===== config.mk =====
export PLATFORM = sky130hd
export DESIGN_NAME = hazard_scoreboard
export DESIGN_NICKNAME = d
export VERILOG_FILES = /design/src/rtl/hazard_scoreboard.sv
export SDC_FILE = /design/constraint.sdc
export NUM_CORES = 1
export LEC_CHECK = 0
export BUFFER_PORTS_ARGS = -buffer_cell sky130_fd_sc_hd__buf_4
export CAP_MARGIN = 10
export CORE_ASPECT_RATIO = 0.7
export CORE_MARGIN = 2
export CORE_UTILIZATION = 31
export DETAILED_ROUTE_END_ITERATION = 7
export PLACE_DENSITY = 0.45
export SLEW_MARGIN = 10
export SYNTH_ARGS = -nofsm -noshare
export SYNTH_HDL_FRONTEND = slang
export SYNTH_SLANG_ARGS = --single-unit
export TNS_END_PERCENT = 5

===== constraint.sdc =====
create_clock -name clk -period 6.7 [get_ports clk]
set_input_delay 0.67 -clock clk [delete_from_list [all_inputs] [get_ports clk]]
set_output_delay 0.67 -clock clk [all_outputs]
set_load 0.02 [all_outputs]

===== src/rtl/hazard_scoreboard.sv =====
// Register scoreboard with countdown timers that stalls ID on RAW hazards.
// Define HAZARD_FORWARD_EN for per-type latencies; default uses WB_STALL.
module hazard_scoreboard #(
  parameter int REG_AW     = 5,
  parameter int LOAD_STALL = 1,
  parameter int ALU_STALL  = 0,
  parameter int WB_STALL   = 2,
  parameter int CNT_W      = 16
) (
  input  logic                     clk,
  input  logic                     rst_n,
  input  logic                     idValidIn,
  input  logic [REG_AW-1:0]        IFIDrs1In,
  input  logic [REG_AW-1:0]        IFIDrs2In,
  input  logic                     useRs1In,
  input  logic                     useRs2In,
  input  logic [REG_AW-1:0]        IFIDrdIn,
  input  logic                     IFIDRegWriteIn,
  input  logic                     IFIDMemReadIn,
  input  logic                     flushIn,
  input  logic                     mcBusyIn,
  output logic                     stallOut,
  output logic                     issueOut,
  output logic [(1<<REG_AW)-1:0]   pendingOut,
  output logic [CNT_W-1:0]         stallCntOut
);

  localparam int NREG = 1 << REG_AW;
  localparam int MAXA = (LOAD_STALL > ALU_STALL) ? LOAD_STALL : ALU_STALL;
  localparam int MAXL = (MAXA > WB_STALL) ? MAXA : WB_STALL;
  localparam int CW   = (MAXL < 1) ? 1 : $clog2(MAXL + 1);

`ifdef HAZARD_FORWARD_EN
  localparam int LD_LAT  = LOAD_STALL;
  localparam int ALU_LAT = ALU_STALL;
`else
  localparam int LD_LAT  = WB_STALL;
  localparam int ALU_LAT = WB_STALL;
`endif

  logic [CW-1:0] cnt [NREG];
  logic          hz1;
  logic          hz2;
  logic [CW-1:0] lat;
  logic          wrEn;

  assign hz1 = useRs1In && (IFIDrs1In != '0) && (cnt[IFIDrs1In] != '0);
  assign hz2 = useRs2In && (IFIDrs2In != '0) && (cnt[IFIDrs2In] != '0);

  assign stallOut = mcBusyIn | (idValidIn & ~flushIn & (hz1 | hz2));
  assign issueOut = idValidIn & ~flushIn & ~stallOut;

  assign lat  = IFIDMemReadIn ? CW'(LD_LAT) : CW'(ALU_LAT);
  // Zero latency must not disturb an older count still draining.
  assign wrEn = issueOut & IFIDRegWriteIn &
                (IFIDrdIn != '0) & (lat != '0);

  always_comb begin
    pendingOut = '0;
    for (int r = 0; r < NREG; r++) begin
      pendingOut[r] = (cnt[r] != '0);
    end
  end

  // Entry 0 is never loaded, so x0 can never look pending.
  always_ff @(posedge clk or negedge rst_n) begin
    if (!rst_n) begin
      for (int r = 0; r < NREG; r++) begin
        cnt[r] <= '0;
      end
    end else if (!mcBusyIn) begin
      for (int r = 1; r < NREG; r++) begin
        if (wrEn && (IFIDrdIn == REG_AW'(r))) begin
          cnt[r] <= lat;
        end else if (cnt[r] != '0) begin
          cnt[r] <= cnt[r] - CW'(1);
        end
      end
    end
  end

  always_ff @(posedge clk or negedge rst_n) begin
    if (!rst_n) begin
      stallCntOut <= '0;
    end else if (stallOut && (stallCntOut != '1)) begin
      stallCntOut <= stallCntOut + CNT_W'(1);
    end
  end

endmodule


==> results.yml, run 1 <==
run_status:
  status: "finished clean"
sta:
  tns_ns: 0
  worst_slew_pin_slew_ns: 1.10
  fin_crit_sh_pct: 50.7
  skew_ns: 0.00729
  max-slew-margin-rel_pct: 26.1
  holdWs_ns: 0.499
  rsz0062_at_grt: "no"
  setup_viol: 0
  clock.fmax_mhz: 295
  final_hold_viol_count: 0
  drv_slew: 0
  post-route-min-period_ns: 3.40
synthesis:
  synth-async-reset-ratio_pct: 100
  synth_cell_types: 62
  ys_warn_count: 2
  synth_nets: 661
  netlist.area_leader.share_pct: 37.5
  netlist_top_cells_count: "inv_1, nor2_1, dfrtp_1"
  yosysMostFrequentCell: "inv_1"
  synth-main-ff-cell: "dfrtp_1"
  yosysTopAreaCell: "dfrtp_1"
  synth_area_per_cell_sq_um: 8.60
  yosysSeqAreaShare_pct: 37.5
  synth_edf_count: 0
  synth_seq_cells: 78
  syn_inst: 605
  synth_area_sq_um: 5200
  synth_area_leaders: "dfrtp_1, ha_1, inv_1"
worst_setup_path:
  worstPathCellList: "buf_4, inv_2, mux4_2, o2111ai_1, a21boi_1, a22o_2, a21o_1, buf_4"
  cp.required_ns: 6.03
  r2r_cells: 7
  critPathMaxFanout: 15
  cp.arrival_ns: 2.73
  cpMaxStageDelayCell: "mux4_2"
  path_buf_inv: 3
  cp_top_family: "compound AO/OA/AOI/OAI gates"
  worst-setup-path-type: "in -> out"
  cp_common_cell: "buf_4"
  end_kind: "output port"
  reg2reg_setup_slack_ns: 3.48
  timing.rr.start: "cnt[2]$_DFFE_PN0P_"
  critPathMaxStageDelay_ns: 0.51
  start_kind: "primary input"
  r2r_end: "cnt[10]$_DFFE_PN0P_"
floorplan:
  dieArea_sq_um: 17800
  io_pins: 74
  fp.dieW_um: 159
  initial_core_util_pct: 31.8
  rows: 39
  dieHeight_um: 112
  coreArea_sq_um: 16300
drt:
  wl_per_cell_um: 16.5
  viasPerCell: 4.98
  drtAntennaViolNets: 0
  vias: 4442
  drc_errors: 0
  drtIter0Drc: 330
  drt_wl_total_mm: 14.7
  dr.pass1.iters: 5
clocking:
  tritoncts: "yes"
  ctsHoldBuffers: 0
  cts-htree-levels: 3
  post_cts.repair.setup_buffers: 0
  clockRootBuffer: "clkbuf_16"
  cts_buffer_depth: 2
  cts_buffers: 9
  cts_resized: 0
  clkLatencyLatePin_ns: 0.35
  cts.sinks: 78
  clk_pin_slew_ns: 0.06
power:
  cellPowerDensity_nw_per_um2: 455
  p_comb_share_pct: 49.9
  p_int_mw: 1.67
  p_sw_mw: 1.16
  leakagePower_nw: 2.94
  p_sw_share_pct: 41.1
  p_clk_share_pct: 17.6
  p_total_mw: 2.83
  pwr-share-seq_pct: 32.5
  ir_worst_vdd_mv: 0.160
placed_design:
  post_dp_cell_area_sq_um: 5920
  globalplace.congestion: 0.806
  dpl.hpwl_mm: 10.8
  placed_cells: 877
  io_buffers: 71
global_routing:
  antenna_found_initial: 0
  grt.overflow.total: 0
  grt_max_degree: 79
  grt_pass1_wl_mm: 23.7
  grt_pass1_vias: 4397
  track_usage_pct: 17.2
finish:
  final_nets: 720
  area_delta_synth_final_pct: 19.5
  stdcell_area_sq_um: 6220
  fin_cells: 892
  drive_above_1_share_pct: 17.1
  antennaDiodeCount: 0
flow_run:
  maxCapViolCount: 0
worst_hold_path:
  hold_class: "in -> async"
state kept, by name, indices dropped and copies added, names as in the netlist:
name	flops
stallCntOut	16
cnt	62
worst max path at each step:
stage	startpoint	end	slack [ns]	depth (start not counted)
2_1_floorplan	IFIDrs1In[1]	issueOut	3.40	8
3_3_place_gp	IFIDrs2In[1]	cnt[22]$_DFFE_PN0P_	3.05	8
3_5_place_dp	IFIDrs2In[1]	cnt[22]$_DFFE_PN0P_	3.03	8
4_1_cts	cnt[2]$_DFFE_PN0P_	issueOut	3.29	7
5_1_grt	IFIDrs2In[2]	stallOut	3.20	8
6_report	IFIDrs2In[2]	stallOut	3.30	8
layout make-up:
type / count / area [sq um]
clock buffers: 13 / 260
clock inverters: 1 / 30.0
fillers: 1669 / 10100
inverters: 99 / 372
multi-input cells: 401 / 2760
flip-flops and latches: 78 / 1950
well taps: 225 / 282
repair buffers: 75 / 563
cell families after synthesis:
family,share of synthesized area [%]
xor+xnor,7.24
fa+ha+maj,7.70
mux,3.44
simple gates,18.5
other cells,0.0721
flops,37.5
buf+inv,9.43
compound gates,16.1
stage by stage:
| stage | utilization (%) | setup WS [ns] |
|---|---|---|
| finish | 38.0 | 3.30 |
| global route | 38.0 | 3.20 |
| CTS | 38.0 | 3.29 |
| detailed placement | 36.2 | 3.03 |
| global placement | 36.2 | 3.05 |
| floorplan | - | 3.40 |
worst reg2reg max path: stages, from the launching register on:
cell       delay, ns
dfrtp_1         0.40
nor2_1          0.23
a2111oi_0       0.16
nor4_1          0.58
o22ai_2         0.20
a22o_2          0.40
nor3_2          0.88
a31oi_1         0.20
power by group through the flow:
stage	clock network (mW)	registers, mW	logic, mW
after floorplan	0	0.902	0.991
after global placement	0	0.914	1.38
after detailed placement	0	0.925	1.43
after CTS	0.512	0.917	1.43
after global routing	0.531	0.955	1.60
final	0.497	0.918	1.41
cell usage in the layout, fill, tap and decap left out, types with 3 or more instances in the layout:
cell	count
a2111oi_0	4
a21o_1	15
a21oi_1	44
a311oi_1	3
a31o_2	8
a31oi_1	16
and2_1	3
and3_1	5
buf_4	75
clkbuf_16	9
dfrtp_1	78
ha_1	32
inv_1	98
mux4_2	7
nand2_1	21
nand3_1	9
nand3b_1	5
nand4_1	3
nor2_1	87
nor2b_1	5
nor3_1	22
nor3b_1	7
o21ai_0	4
o221ai_1	5
o22a_1	3
o22ai_1	3
or3_1	6
or3b_2	3
xnor2_1	40
xor2_1	3
routing by layer:
| layer | track usage [%] | vias to the layer above | wire length, um | part of all wire [%] |
|---|---|---|---|---|
| met5 | 0 | - | 0 | 0 |
| li1 | - | 2166 | - | - |
| met1 | 24.8 | 2176 | 7630 | 52 |
| met4 | 5.14 | 0 | 189 | 1.3 |
| met3 | 3.92 | 18 | 618 | 4.2 |
| met2 | 25.8 | 82 | 6300 | 43 |
No activity file was read; power rests on OpenSTA's default activity.
==> inputs of run 2 (changes only) <==
==> constraint.sdc (replaced) <==
create_clock -name clk -period 3.2 [get_ports clk]
set_input_delay 0.32 -clock clk [delete_from_list [all_inputs] [get_ports clk]]
set_output_delay 0.32 -clock clk [all_outputs]
set_load 0.02 [all_outputs]
==> run 2 against run 1 <==
Compared with the run above: die area unchanged; highest routed layer unchanged; sequential share of layout area decreased by 0.076 points; clock power increased by 89%; critical path type is now reg -> out; count of clock-buffer cells in the layout decreased by 1; largest power group unchanged.
==> results.yml, run 2 (synthesis gave the netlist of run 1 again) <==
run_status:
  status: "finished clean"
floorplan:
  coreArea_sq_um: 16300
  rows: 39
  io_pins: 74
  dieArea_sq_um: 17800
  dieHeight_um: 112
  fp.dieW_um: 159
  initial_core_util_pct: 31.8
worst_setup_path:
  reg2reg_setup_slack_ns: 0.46
  timing.rr.start: "cnt[11]$_DFFE_PN0P_"
  crit_start: "cnt[11]$_DFFE_PN0P_"
  worst-setup-path-type: "reg -> out"
  cp.required_ns: 2.88
  worstPathCellList: "nor2_1, a2111oi_0, nor4_1, o22ai_2, a22o_2, nor3_1, buf_4"
  path_buf_inv: 1
  cp.arrival_ns: 2.62
  cp_top_family: "simple AND/OR/NAND/NOR gates"
  end_kind: "output port"
  cpMaxStageDelayCell: "nor4_1"
  critPathMaxFanout: 15
  critPathMaxStageDelay_ns: 0.48
  start_kind: "register"
finish:
  fillers: 1680
  final_common_cell: "inv_1"
  antennaDiodeCount: 0
  largest_register_ffs: 62
  regMostFlops: "cnt"
  drive_above_1_share_pct: 17.9
  area_delta_synth_final_pct: 19.8
  fin_cells: 900
  top_regs: "cnt: 62 flops, stallCntOut: 16 flops"
  most-common-layout-cells: "inv_1, nor2_1, buf_4, dfrtp_1, a21oi_1"
  stdcell_area_sq_um: 6230
  final_nets: 726
clocking:
  ctsHoldBuffers: 0
  cts_buffer_depth: 2
  clkLatencyLatePin_ns: 0.35
  clk_pin_slew_ns: 0.06
  tritoncts: "yes"
  cts_resized: 0
  cts.sinks: 78
  cts_buffers: 9
  cts-htree-levels: 3
  clockRootBuffer: "clkbuf_16"
  post_cts.repair.setup_buffers: 0
drt:
  drc_errors: 0
  drtIter0Drc: 274
  dr.pass1.iters: 4
  drtAntennaViolNets: 0
  wl_per_cell_um: 16.7
  viasPerCell: 4.95
  drt_wl_total_mm: 15.1
  vias: 4451
sta:
  rsz0062_at_grt: "no"
  drv_slew: 0
  holdWs_ns: 0.151
  max-slew-margin-rel_pct: 28.2
  worst_slew_pin_slew_ns: 1.08
  skew_ns: 0.0106
  setup_viol: 0
  final_hold_viol_count: 0
  fin_crit_sh_pct: 91.8
  post-route-min-period_ns: 2.94
  tns_ns: 0
  clock.fmax_mhz: 340
flow_run:
  maxCapViolCount: 0
worst_hold_path:
  hold_class: "in -> async"
power:
  leakagePower_nw: 2.96
  p_total_mw: 5.83
  ir_worst_vdd_mv: 0.327
  cellPowerDensity_nw_per_um2: 936
global_routing:
  antenna_found_initial: 0
  grt_max_degree: 79
  busiest_layer: "met2"
  grt_use_met1_pct: 24.9
  gr-usage-met3_pct: 5.73
  grt_pass1_wl_mm: 24.3
  grt.overflow.total: 0
  grt_pass1_vias: 4448
  grt.met2_usage_pct: 26.7
  track_usage_pct: 17.7
placed_design:
  globalplace.congestion: 0.788
  io_buffers: 71
  placed_cells: 884
  post_dp_cell_area_sq_um: 5970
  dpl.hpwl_mm: 11.0
run 2: cell types whose count changed in the layout (fill, tap and decap cells not counted):
cell	before	now
clkbuf_1	2	3
clkinv_4	0	1
buf_4	75	81
clkinv_2	0	3
bufinv_16	1	0
clkbuf_8	2	0
run 2: final cells by class:
cell class                 instances  area [sq um]  share of cell area [%]
tap                              225           282                    4.52
inverter                          99           372                    5.96
multi-input combinational        401          2760                    44.3
clock buffer                      12           236                    3.79
clock inverter                     4          23.8                   0.381
sequential                        78          1950                    31.3
timing repair buffer              81           608                    9.76
run 2: path summary, 6_finish.rpt:
check,cells after the start,endpoint
setup reg to reg,8,cnt[6]$_DFFE_PN0P_
min in group clk,3,cnt[25]$_DFFE_PN0P_
hold reg to reg,1,stallCntOut[10]$_DFFE_PN0P_
setup / recovery,7,issueOut
max in group asynchronous,1,cnt[53]$_DFFE_PN0P_
hold / removal,1,cnt[27]$_DFFE_PN0P_
run 2: report_power, final:
part           switching [mW]  internal (mW)
registers               0.461           1.46
clock network           0.417          0.524
logic                    1.58           1.40
run 2: metrics by stage:
stage / util [%] / setup WS [ns]
2_1_floorplan: - / 0.598
3_3_place_gp: 36.5 / 0.445
3_5_place_dp: 36.5 / 0.415
4_1_cts: 38.1 / 0.148
5_1_grt: 38.1 / 0.0457
6_report: 38.1 / 0.262
run 2: routing by layer:
metal	part of all wire, %	up-vias
li1	-	2178
met1	48	2171
met2	44	95
met3	7.3	7
met4	0.59	0
met5	0	-
==> inputs of run 3 (changes only) <==
--- a/config.mk
+++ b/config.mk
@@ -6,12 +6,13 @@
 export NUM_CORES = 1
 export LEC_CHECK = 0
 export BUFFER_PORTS_ARGS = -buffer_cell sky130_fd_sc_hd__buf_4
-export CAP_MARGIN = 10
+export CAP_MARGIN = 20
 export CORE_ASPECT_RATIO = 0.7
 export CORE_MARGIN = 2
 export CORE_UTILIZATION = 31
 export DETAILED_ROUTE_END_ITERATION = 7
-export PLACE_DENSITY = 0.45
+export MAX_ROUTING_LAYER = met4
+export PLACE_DENSITY = 0.47
 export SLEW_MARGIN = 10
 export SYNTH_ARGS = -nofsm -noshare
 export SYNTH_HDL_FRONTEND = slang
==> constraint.sdc (replaced) <==
create_clock -name clk -period 2.4 [get_ports clk]
set_input_delay 0.24 -clock clk [delete_from_list [all_inputs] [get_ports clk]]
set_output_delay 0.24 -clock clk [all_outputs]
set_load 0.02 [all_outputs]
==> run 3 against run 2 <==
Compared with the run above: the flow now finishes with violations (setup timing); critical path depth up 1; hold slack better by 0.095 ns; utilization up 5.2 points; global-route usage up 0.33 points; clock skew down 0.0022 ns; final area up 14%; die area unchanged; count of clock-buffer cells in the layout down 2; combinational power up 64%; critical path type unchanged.
==> results.yml, run 3 (synthesis gave the netlist of run 1 again) <==
finish:
  stdcell_area_sq_um: 7080
  final_nets: 797
  final_common_cell: "buf_4"
  drive_above_1_share_pct: 29.4
  area_delta_synth_final_pct: 36.0
  fillers: 1585
  largest_register_ffs: 62
  most-common-layout-cells: "buf_4, inv_1, nor2_1, dfrtp_1, a21oi_1"
  post-route-util_pct: 43.3
  top_regs: "cnt: 62 flops, stallCntOut: 16 flops"
  regMostFlops: "cnt"
  antennaDiodeCount: 0
placed_design:
  dpl.hpwl_mm: 11.6
  globalplace.congestion: 0.842
  post_dp_cell_area_sq_um: 6540
  io_buffers: 71
worst_setup_path:
  cp.required_ns: 2.16
  worst-setup-path-type: "reg -> out"
  timing.rr.start: "cnt[60]$_DFFE_PN0P_"
  cp_common_cell: "buf_6"
  start_kind: "register"
  critPathMaxStageDelay_ns: 0.40
  critPathMaxFanout: 3
  path_buf_inv: 2
  cpMaxStageDelayCell: "dfrtp_1"
  cp.arrival_ns: 2.34
  worstPathCellList: "nor3_2, a311oi_2, o32a_1, a221o_1, a22o_4, buf_6, a21o_1, buf_6"
  crit_start: "cnt[60]$_DFFE_PN0P_"
  end_kind: "output port"
  cp_top_family: "compound AO/OA/AOI/OAI gates"
sta:
  rsz0062_at_grt: "yes"
  finalWorstSetupSlack_ns: -0.176
  fin_crit_sh_pct: 107
  drv_slew: 0
  final_hold_viol_count: 0
  clock.fmax_mhz: 388
  post-route-min-period_ns: 2.58
  setup_viol: 12
  skew_ns: 0.00836
  max-slew-margin-rel_pct: 43.4
  worst_slew_pin_slew_ns: 0.847
floorplan:
  initial_core_util_pct: 31.8
  rows: 39
  dieArea_sq_um: 17800
  dieHeight_um: 112
  io_pins: 74
  coreArea_sq_um: 16300
  fp.dieW_um: 159
clocking:
  cts.sinks: 78
  cts_buffers: 9
  clkLatencyLatePin_ns: 0.35
  clk_pin_slew_ns: 0.06
  cts_buffer_depth: 2
  tritoncts: "yes"
  clockRootBuffer: "clkbuf_16"
  cts-htree-levels: 3
global_routing:
  track_usage_pct: 18.1
  grt.overflow.total: 0
  antenna_found_initial: 0
  grt_pass1_wl_mm: 24.5
  grt_pass1_vias: 4611
  grt_max_degree: 45
drt:
  drtAntennaViolNets: 0
  wl_per_cell_um: 15.5
  drtIter0Drc: 325
  dr.pass1.iters: 5
  drc_errors: 0
  vias: 4715
  viasPerCell: 4.86
  drt_wl_total_mm: 15.1
power:
  cellPowerDensity_nw_per_um2: 1270
  leakagePower_nw: 3.37
  ir_worst_vdd_mv: 0.528
run_status:
  status: "complete, but fails checks"
  violations: "setup timing"
flow_run:
  maxCapViolCount: 0
worst_hold_path:
  worstHoldStart: "IFIDrdIn[0]"
  hold_class: "in -> reg"
-- run 3: per-stage QoR --
stage	hold WS (ns)	std cells	setup WS, ns	setup TNS (ns)	power [mW]
after floorplan	-0.0556	605	0.0959	0	5.29
after global placement	0.239	952	-0.203	-3.05	7.04
after detailed placement	0.239	952	-0.231	-4.80	7.22
after CTS	0.239	970	-0.219	-3.33	8.94
after global routing	0.281	971	-0.250	-3.24	9.73
final	0.246	971	-0.176	-0.594	8.97
-- run 3: worst paths after layout --
| path | to | slack, ns | cells after the start |
|---|---|---|---|
| hold reg to reg | stallCntOut[12]$_DFFE_PN0P_ | 0.50 | 1 |
| hold / removal | cnt[10]$_DFFE_PN0P_ | 0.25 | 3 |
| max in group asynchronous | cnt[37]$_DFFE_PN0P_ | 1.37 | 3 |
| setup / recovery | stallOut | -0.18 | 8 |
| setup reg to reg | cnt[3]$_DFFE_PN0P_ | -0.06 | 8 |
| min in group asynchronous | cnt[29]$_DFFE_PN0P_ | 0.40 | 2 |
-- run 3: final cells by class --
type | count | area, sq um | area share (%)
multi-input cells | 401 | 2930 | 41.4
repair buffers | 152 | 1200 | 17.0
clock buffers | 10 | 229 | 3.24
well taps | 225 | 282 | 3.98
inverters | 99 | 372 | 5.25
flip-flops and latches | 78 | 1950 | 27.6
clock inverters | 6 | 110 | 1.56
-- run 3: timing repair --
action	4_1_cts	5_1_grt
gates resized for setup	20	23
endpoints found under the setup margin	36	79
setup buffers	1	1
pin swaps	9	10
hold buffers	1	0
hold endpoints to repair	34	0
-- run 3: power breakdown --
part / switching [mW] / internal (mW) / total [mW]
clock network: 0.580 / 1.02 / 1.60
logic: 2.39 / 2.48 / 4.88
registers: 0.549 / 1.95 / 2.50
-- run 3: metal layers --
metal | global-route usage, % | share of wire (%) | vias to the layer above
met3 | 3.14 | 3.8 | 19
li1 | - | - | 2329
met1 | 25.1 | 51 | 2268
met5 | - | 0 | -
met2 | 27.5 | 44 | 99
met4 | 4.40 | 1.3 | 0
-- run 3: worst reg2reg max path: cells and delay by family (launching register included) --
| kind | cells | cell delay [ns] |
|---|---|---|
| AO/OA/AOI/OAI | 5 | 1.20 |
| buffers and inverters | 1 | 0.18 |
| flip-flops | 1 | 0.40 |
| AND/OR/NAND/NOR | 2 | 0.59 |
